$ cat config.mk
export PLATFORM = sky130hd
export DESIGN_NAME = corr_scan_controller
export DESIGN_NICKNAME = d
export VERILOG_FILES = /design/src/rtl/corr_scan_controller.sv
export SDC_FILE = /design/constraint.sdc
export NUM_CORES = 1
export LEC_CHECK = 0
export BUFFER_PORTS_ARGS = -buffer_cell sky130_fd_sc_hd__buf_2
export CELL_PAD_IN_SITES_DETAIL_PLACEMENT = 0
export CELL_PAD_IN_SITES_GLOBAL_PLACEMENT = 2
export CORE_MARGIN = 2
export CORE_UTILIZATION = 25
export DETAILED_ROUTE_END_ITERATION = 16
export GPL_ROUTABILITY_DRIVEN = 0
export PLACE_DENSITY_LB_ADDON = 0.1
export REMOVE_ABC_BUFFERS = 1
export SYNTH_ARGS = -nofsm -noshare
export SYNTH_HDL_FRONTEND = slang
export SYNTH_SLANG_ARGS = --single-unit
$ cat constraint.sdc
create_clock -name iCLK -period 4.1 [get_ports iCLK]
set_clock_uncertainty 0.2 [all_clocks]
set_input_delay 0.82 -clock iCLK [delete_from_list [all_inputs] [get_ports iCLK]]
set_output_delay 0.82 -clock iCLK [all_outputs]
set_load 0.005 [all_outputs]
$ cat src/rtl/corr_scan_controller.sv
// corr_scan_controller: raster template-window scan with best-score tracking and threshold early exit
module corr_scan_controller #(
  parameter int COORD_W  = 13,
  parameter int CORR_W   = 32,
  parameter int FRAME_W  = 640,
  parameter int FRAME_H  = 480,
  parameter int TPL_W    = 32,
  parameter int TPL_H    = 32,
  parameter int MODE_MIN = 0
) (
  input  logic               iCLK,
  input  logic               iRST,
  input  logic               iFrameDone,
  input  logic [3:0]         iStep,
  input  logic               iThreshEn,
  input  logic [CORR_W-1:0]  iThreshold,
  input  logic               iCorrFinished,
  input  logic [CORR_W-1:0]  iCurrentCorr,
  output logic               oCorrStart,
  output logic [COORD_W-1:0] oX,
  output logic [COORD_W-1:0] oY,
  output logic [COORD_W-1:0] oXresult,
  output logic [COORD_W-1:0] oYresult,
  output logic [CORR_W-1:0]  oBestCorr,
  output logic               oFound,
  output logic               oFinished,
  output logic               oBusy,
  output logic               oStatusLed
);
  typedef enum logic [2:0] {IDLE, ISSUE, WAIT, ADVANCE, DONE} state_t;
  localparam logic [COORD_W:0] XMAX = (COORD_W+1)'(FRAME_W - TPL_W);
  localparam logic [COORD_W:0] YMAX = (COORD_W+1)'(FRAME_H - TPL_H);
  state_t state_q, state_d;
  logic [COORD_W-1:0] x_q, x_d, y_q, y_d, bx_q, bx_d, by_q, by_d, xres_q, xres_d, yres_q, yres_d;
  logic [CORR_W-1:0] bs_q, bs_d, bcorr_q, bcorr_d, thr_q, thr_d;
  logic [3:0] step_q, step_d;
  logic thr_en_q, thr_en_d, bv_q, bv_d, start_q, start_d, found_q, found_d;
  logic fin_q, fin_d, busy_q, busy_d, led_q, led_d;
  logic [COORD_W:0] nx, ny;
  logic better, hit;
  // next-state: scan sequencing, best tracking and result publication
  always_comb begin
    nx = {1'b0, x_q} + (COORD_W+1)'(step_q);
    ny = {1'b0, y_q} + (COORD_W+1)'(step_q);
    better = !bv_q || ((MODE_MIN != 0) ? (iCurrentCorr < bs_q) : (iCurrentCorr > bs_q));
    hit = thr_en_q && ((MODE_MIN != 0) ? (iCurrentCorr <= thr_q) : (iCurrentCorr >= thr_q));
    state_d = state_q;
    x_d = x_q;
    y_d = y_q;
    bx_d = bx_q;
    by_d = by_q;
    bs_d = bs_q;
    bv_d = bv_q;
    xres_d = xres_q;
    yres_d = yres_q;
    bcorr_d = bcorr_q;
    thr_d = thr_q;
    thr_en_d = thr_en_q;
    step_d = step_q;
    start_d = 1'b0;
    found_d = found_q;
    fin_d = fin_q;
    busy_d = busy_q;
    led_d = led_q;
    case (state_q)
      IDLE: if (iFrameDone) begin
        step_d = (iStep == 4'd0) ? 4'd1 : iStep;
        thr_d = iThreshold;
        thr_en_d = iThreshEn;
        x_d = '0;
        y_d = '0;
        bv_d = 1'b0;
        fin_d = 1'b0;
        found_d = 1'b0;
        busy_d = 1'b1;
        start_d = 1'b1;
        state_d = ISSUE;
      end
      ISSUE: state_d = WAIT;
      WAIT: if (iCorrFinished) begin
        if (better || hit) begin
          bx_d = x_q;
          by_d = y_q;
          bs_d = iCurrentCorr;
          bv_d = 1'b1;
        end
        found_d = hit;
        state_d = hit ? DONE : ADVANCE;
      end
      ADVANCE: begin
        x_d = (nx <= XMAX) ? nx[COORD_W-1:0] : '0;
        y_d = (nx > XMAX && ny <= YMAX) ? ny[COORD_W-1:0] : y_q;
        state_d = (nx > XMAX && ny > YMAX) ? DONE : ISSUE;
        start_d = !(nx > XMAX && ny > YMAX);
      end
      DONE: begin
        xres_d = bx_q;
        yres_d = by_q;
        bcorr_d = bs_q;
        fin_d = 1'b1;
        busy_d = 1'b0;
        led_d = !led_q;
        state_d = IDLE;
      end
      default: state_d = IDLE;
    endcase
  end
  // register all state and outputs; reset abandons any scan in progress
  always_ff @(posedge iCLK) begin
    if (iRST) begin
      state_q <= IDLE;
      x_q <= '0;
      y_q <= '0;
      bx_q <= '0;
      by_q <= '0;
      bs_q <= '0;
      bv_q <= 1'b0;
      xres_q <= '0;
      yres_q <= '0;
      bcorr_q <= '0;
      thr_q <= '0;
      thr_en_q <= 1'b0;
      step_q <= '0;
      start_q <= 1'b0;
      found_q <= 1'b0;
      fin_q <= 1'b0;
      busy_q <= 1'b0;
      led_q <= 1'b0;
    end else begin
      state_q <= state_d;
      x_q <= x_d;
      y_q <= y_d;
      bx_q <= bx_d;
      by_q <= by_d;
      bs_q <= bs_d;
      bv_q <= bv_d;
      xres_q <= xres_d;
      yres_q <= yres_d;
      bcorr_q <= bcorr_d;
      thr_q <= thr_d;
      thr_en_q <= thr_en_d;
      step_q <= step_d;
      start_q <= start_d;
      found_q <= found_d;
      fin_q <= fin_d;
      busy_q <= busy_d;
      led_q <= led_d;
    end
  end
  assign oCorrStart = start_q;
  assign oX = x_q;
  assign oY = y_q;
  assign oXresult = xres_q;
  assign oYresult = yres_q;
  assign oBestCorr = bcorr_q;
  assign oFound = found_q;
  assign oFinished = fin_q;
  assign oBusy = busy_q;
  assign oStatusLed = led_q;
endmodule

==> impl_metrics.env, run 1 <==
export IMPL_status="finished clean"
export IMPL_clk_pin_slew_worst_paths_ps=70
export IMPL_placementRows=69
export IMPL_hold_viol_final=0
export IMPL_drive_gt1_share_pct=17.9
export IMPL_portBuffers=161
export IMPL_r2r_start="oY[0]"
export IMPL_fin_crit_sh_pct=83.6
export IMPL_synth_cell_types=60
export IMPL_crit_type="flop to flop"
export IMPL_dp_hpwl_um=19500
export IMPL_holdBufCountCts=0
export IMPL_drtIter0Drc=298
export IMPL_syn_area_per_cell_um2=8.26
export IMPL_p_clk_share_pct=42.5
export IMPL_synth_simple_area_share_pct=19.1
export IMPL_htree_levels=4
export IMPL_cts_tree="yes"
export IMPL_worstSkewPairLatency_ps=440
export IMPL_synthAdderAreaFrac_pct=10.5
export IMPL_areaGrowthSynthToFinish_pct=21.3
export IMPL_cts_resized=0
export IMPL_crit_arrival_ps=3560
export IMPL_grt_pass1_vias=7514
export IMPL_synth_area_leaders="dfxtp_1, ha_1, nand2_1, a21oi_1, mux2i_1"
export IMPL_grt_max_degree=73
export IMPL_ys_flop_type="dfxtp_1"
export IMPL_multi_input_area_um2=4710
export IMPL_finalCriticalPeriod_ps=3430
export IMPL_ios=162
export IMPL_die_h_um=193
export IMPL_hold_depth=2
export IMPL_synth_compound_area_share_pct=15.2
export IMPL_placed_area_um2=10300
export IMPL_switching_share_pct=25.9
export IMPL_async_flop_share_pct=0
export IMPL_wirelength_um=27800
export IMPL_fin_nets=1368
export IMPL_r2r_end="oY[4]"
export IMPL_synth_seq_area_share_pct=42.1
export IMPL_critPathRequiredTime_ps=4230
export IMPL_p_sw_uw=1060
export IMPL_core_area_um2=35400
export IMPL_synth_xor_area_share_pct=0.784
export IMPL_slew_headroom_pct=32.8
export IMPL_grt_ovfl_total=0
export IMPL_comb_power_share_pct=11.1
export IMPL_post_cts_buffers=0
export IMPL_die_w_um=193
export IMPL_cts_root_buffer="clkbuf_16"
export IMPL_slew_violations=0
export IMPL_seq_area_um2=3760
export IMPL_cts_buffer_depth=2
export IMPL_synth_mux_area_share_pct=6.72
export IMPL_maxCapViolations=0
export IMPL_drc=0
export IMPL_start_util_pct=25.3
export IMPL_nFillCells=3926
export IMPL_final_cell_area_um2=10900
export IMPL_yosysTopAreaCellShare_pct=42.1
export IMPL_crit_path_end_kind="flop"
export IMPL_syn_inst=1083
export IMPL_worst_pin_slew_ps=1000
export IMPL_hold_path_end="oYresult[4]"
export IMPL_clkSinkCount=188
export IMPL_tns_ps=0
export IMPL_grt_pass1_wl_um=43100
export IMPL_reg2reg_depth=11
export IMPL_first_pass_iters=4
export IMPL_antenna_found_initial=0
export IMPL_grtUsageTotal_pct=15.2
export IMPL_drtAntennaViolNets=0
export IMPL_dieArea_um2=37300
export IMPL_post_synth_instance_area_um2=8940
export IMPL_ys_seq_elements=188
export IMPL_p_int_uw=3040
export IMPL_powerDensity_nw_per_um2=378
export IMPL_numCtsBuffers=17
export IMPL_netlist_top_cell_by_area="dfxtp_1"
export IMPL_via_per_inst=4.46
export IMPL_synth_top_family_by_area="simple AND/OR/NAND/NOR gates"
export IMPL_insertedDiodeCount=0
export IMPL_synth_edf_count=0
export IMPL_vdd_ir_drop_max_mv=0.289
export IMPL_leakage_uw=0.00434
export IMPL_grt_setup_unrepaired="no"
export IMPL_ys_warn_count=0
export IMPL_start_kind="flop"
export IMPL_reg2reg_slack_ps=670
export IMPL_p_seq_share_pct=46.4
export IMPL_fmax_mhz=292
export IMPL_hp_start="by_q[4]"
export IMPL_hold_class="flop to flop"
export IMPL_wl_per_cell_um=16.4
export IMPL_finalSetupViolations=0
export IMPL_via_count=7559
export IMPL_cp_max_fo=10
## power by group through the flow
stage	combinational (uW)	clock, uW	sequential [uW]
2_1_floorplan	278	0	1940
4_1_cts	469	1830	1900
5_1_grt	524	1880	1910
6_report	453	1740	1900
3_5_place_dp	466	0	1950
3_3_place_gp	468	0	1950
## cells by family after synthesis
| group | after synthesis |
|---|---|
| compound gates | 222 |
| simple gates | 401 |
| flops | 188 |
| mux | 60 |
| buf+inv | 130 |
| xor+xnor | 8 |
| fa+ha+maj | 74 |
## sequential cells by signal, indices dropped and copies added (netlist names), 3 cells and up
register and count:
bs_q 32, bx_q 13, by_q 13, oBestCorr 32, oX 13, oXresult 13
oY 13, oYresult 13, state_q 3, step_q 4, thr_q 32
## critical path, stage by stage (launching register included)
cell and delay (ps):
dfxtp_1 350, ha_1 230, fa_1 410, nand3_1 100, and2_1 200, nand2b_1 200, nor2_1 80, or3_1 310
a221o_1 420, o31ai_4 450, o21ai_1 120, a22o_1 250
## layout make-up
type / instances / area share, %
flip-flops and latches: 188 / 34.7
well taps: 461 / 5.32
clock inverters: 11 / 1.31
repair buffers: 174 / 8.50
multi-input cells: 765 / 43.4
clock buffers: 20 / 4.21
inverters: 75 / 2.59
## worst max path at each step
stage	startpoint	endpoint	slack [ps]
floorplan	iCurrentCorr[14]	bs_q[0]	-2450
global placement	iCurrentCorr[30]	by_q[3]	210
detailed placement	iCurrentCorr[31]	by_q[1]	130
CTS	oX[0]	oY[6]	610
global route	oX[0]	oCorrStart	400
finish	oY[0]	oY[4]	670
## placed cells by master, fill, tap and decap left out, types with 15 or more instances in the layout
cell type / instances
o21ai_0: 21
a21oi_1: 122
dfxtp_1: 188
nor2_1: 93
clkbuf_16: 17
mux2i_1: 60
inv_1: 75
buf_2: 160
a21o_1: 23
nand3_1: 15
ha_1: 72
nand2_1: 223
## metrics by stage
step	util, %	cells	power, uW	setup WS [ps]	hold slack [ps]
final	30.7	1694	4100	674	250
after global routing	30.7	1694	4310	397	268
after CTS	30.7	1694	4200	614	254
after detailed placement	29.0	1663	2410	132	243
after global placement	29.0	1663	2410	208	242
after floorplan	-	1028	2210	-2450	225
## synth_stat cells, types with 7 or more instances
master	instances
a22oi_1	7
and2_1	10
a21o_1	23
inv_1	75
nand4_1	12
mux2i_1	60
dfxtp_1	188
nor3_1	11
ha_1	72
nor2_1	93
o21ai_0	21
clkbuf_1	43
nand2_1	224
nand3_1	15
a21oi_1	122
## layer usage
| metal | part of all wire, % | track usage [%] | vias to the layer above |
|---|---|---|---|
| met2 | 47 | 25.0 | 101 |
| met4 | 0.70 | 3.15 | 0 |
| li1 | - | - | 3943 |
| met5 | 0 | 0 | - |
| met1 | 48 | 20.3 | 3504 |
| met3 | 4.1 | 3.33 | 11 |
(Power assumes the default switching activity.)
==> run 2, diff against run 1 <==
- clock period: 4.1 -> 3.4 ns (I/O delays scaled with it)
==> run 2 against run 1 <==
  * Clock power increased by 39%
  * Flip-flop and latch count unchanged
  * Final area increased by 2.8%
  * Worst setup slack got worse by 470 ps
  * Sequential power increased by 21%
==> impl_metrics.env, run 2 (synthesis gave the netlist of run 1 again) <==
export IMPL_status="finished clean"
export IMPL_p_total_uw=5270
export IMPL_grtUsageTotal_pct=15.1
export IMPL_layout_commonest_cell="nand2_1"
export IMPL_p_seq_share_pct=43.6
export IMPL_p_int_uw=3940
export IMPL_die_w_um=193
export IMPL_fmax_mhz=313
export IMPL_grt_max_degree=42
export IMPL_core_area_um2=35400
export IMPL_drive_gt1_share_pct=19.2
export IMPL_cts_buffer_depth=2
export IMPL_hold_viol_final=0
export IMPL_nFillCells=3834
export IMPL_wirelength_um=27700
export IMPL_final_cell_mix="nand2_1, dfxtp_1, buf_2"
export IMPL_dp_hpwl_um=19500
export IMPL_r2r_start="oX[0]"
export IMPL_portBuffers=161
export IMPL_antenna_found_initial=0
export IMPL_grt_pass1_wl_um=42500
export IMPL_cp_max_fo=8
export IMPL_grt_setup_unrepaired="yes"
export IMPL_placementRows=69
export IMPL_die_h_um=193
export IMPL_cts_root_buffer="clkbuf_16"
export IMPL_switching_share_pct=25.2
export IMPL_crit_path_end_kind="flop"
export IMPL_crit_type="flop to flop"
export IMPL_start_util_pct=25.3
export IMPL_fin_crit_sh_pct=94.1
export IMPL_max_stage_delay_ps=380
export IMPL_worstSkewPairLatency_ps=450
export IMPL_leakage_uw=0.00448
export IMPL_multi_input_area_um2=4740
export IMPL_hp_start="oYresult[10]"
export IMPL_first_pass_iters=4
export IMPL_numCtsBuffers=17
export IMPL_htree_levels=4
export IMPL_cp_slowest_cell="fa_2"
export IMPL_path_cells="ha_1 -> fa_2 -> a211o_1 -> o211ai_1 -> o2111ai_1 -> o311a_1 -> a2111oi_4 -> and2_4 -> nor2_4 -> a311o_1 -> a31oi_1"
export IMPL_hold_slack_ps=251
export IMPL_critPathTopFamily="compound AO/OA/AOI/OAI gates"
export IMPL_dieArea_um2=37300
export IMPL_maxCapViolations=0
export IMPL_worst_pin_slew_ps=774
export IMPL_p_sw_uw=1320
export IMPL_via_count=7612
export IMPL_clkSinkCount=188
export IMPL_final_cells=1710
export IMPL_slew_violations=0
export IMPL_startpoint="oX[0]"
export IMPL_areaGrowthSynthToFinish_pct=24.8
export IMPL_via_per_inst=4.45
export IMPL_slew_headroom_pct=48.4
export IMPL_ios=162
export IMPL_clk_pin_slew_worst_paths_ps=70
export IMPL_finalSetupViolations=0
export IMPL_finalCriticalPeriod_ps=3200
export IMPL_drtIter0Drc=318
export IMPL_fin_nets=1382
export IMPL_vdd_ir_drop_max_mv=0.358
export IMPL_grt_pass1_vias=7456
export IMPL_grt_ovfl_total=0
export IMPL_hold_class="flop to flop"
export IMPL_drc=0
export IMPL_fin_util_pct=31.5
export IMPL_cts_tree="yes"
export IMPL_crit_arrival_ps=3380
export IMPL_p_clk_share_pct=45.8
export IMPL_post_cts_buffers=0
export IMPL_critPathBufInv=0
export IMPL_comb_power_share_pct=10.7
export IMPL_wl_per_cell_um=16.2
export IMPL_drtAntennaViolNets=0
export IMPL_powerDensity_nw_per_um2=472
export IMPL_critPathRequiredTime_ps=3580
export IMPL_dpl_cell_count=1677
export IMPL_seq_area_um2=3760
export IMPL_start_kind="flop"
run 2: final cells by class:
cell class | instances | share of cell area, %
clock buffer | 18 | 3.85
inverter | 75 | 2.52
tap | 461 | 5.17
clock inverter | 14 | 2.35
antenna | 1 | 0.0224
sequential | 188 | 33.7
timing repair buffer | 188 | 9.88
multi-input combinational | 765 | 42.5
run 2: metrics by stage:
step                      TNS [ps]  area, um^2  setup WS, ps
final                            0       11200           201
after global routing         -12.7       11200         -5.82
after CTS                        0       11100          16.9
after detailed placement         0       10400          13.9
after global placement           0       10400          39.7
after floorplan            -180660        8720         -3010
run 2: per-layer routing:
layer / vias up / track usage (%) / part of all wire (%)
met3: 14 / 2.75 / 3.8
li1: 3973 / - / -
met5: - / 0 / 0
met4: 0 / 4.46 / 1.1
met1: 3501 / 20.4 / 49
met2: 124 / 24.4 / 46
run 2: final timing paths:
kind	slack (ps)	end	cells after the start
worst max-delay path	200	oY[6]	11
worst min-delay path	250	oYresult[10]	2
worst max register to register	200	oY[6]	11
worst min register to register	250	oYresult[10]	2
run 2: worst min-delay path, cell delays in order (launching register included):
cell and delay [ps]:
dfxtp_1 310, nand2_1 50, a21oi_1 50
run 2: what timing repair did:
item,CTS,global route
setup endpoints to repair,0,20
hold buffers,0,0
resized for setup,0,9
run 2: power by group through the flow:
stage / logic [uW] / clock network, uW / registers (uW)
floorplan: 335 / 0 / 2340
global placement: 578 / 0 / 2350
detailed placement: 576 / 0 / 2350
CTS: 578 / 2500 / 2290
global route: 645 / 2570 / 2300
finish: 561 / 2410 / 2290
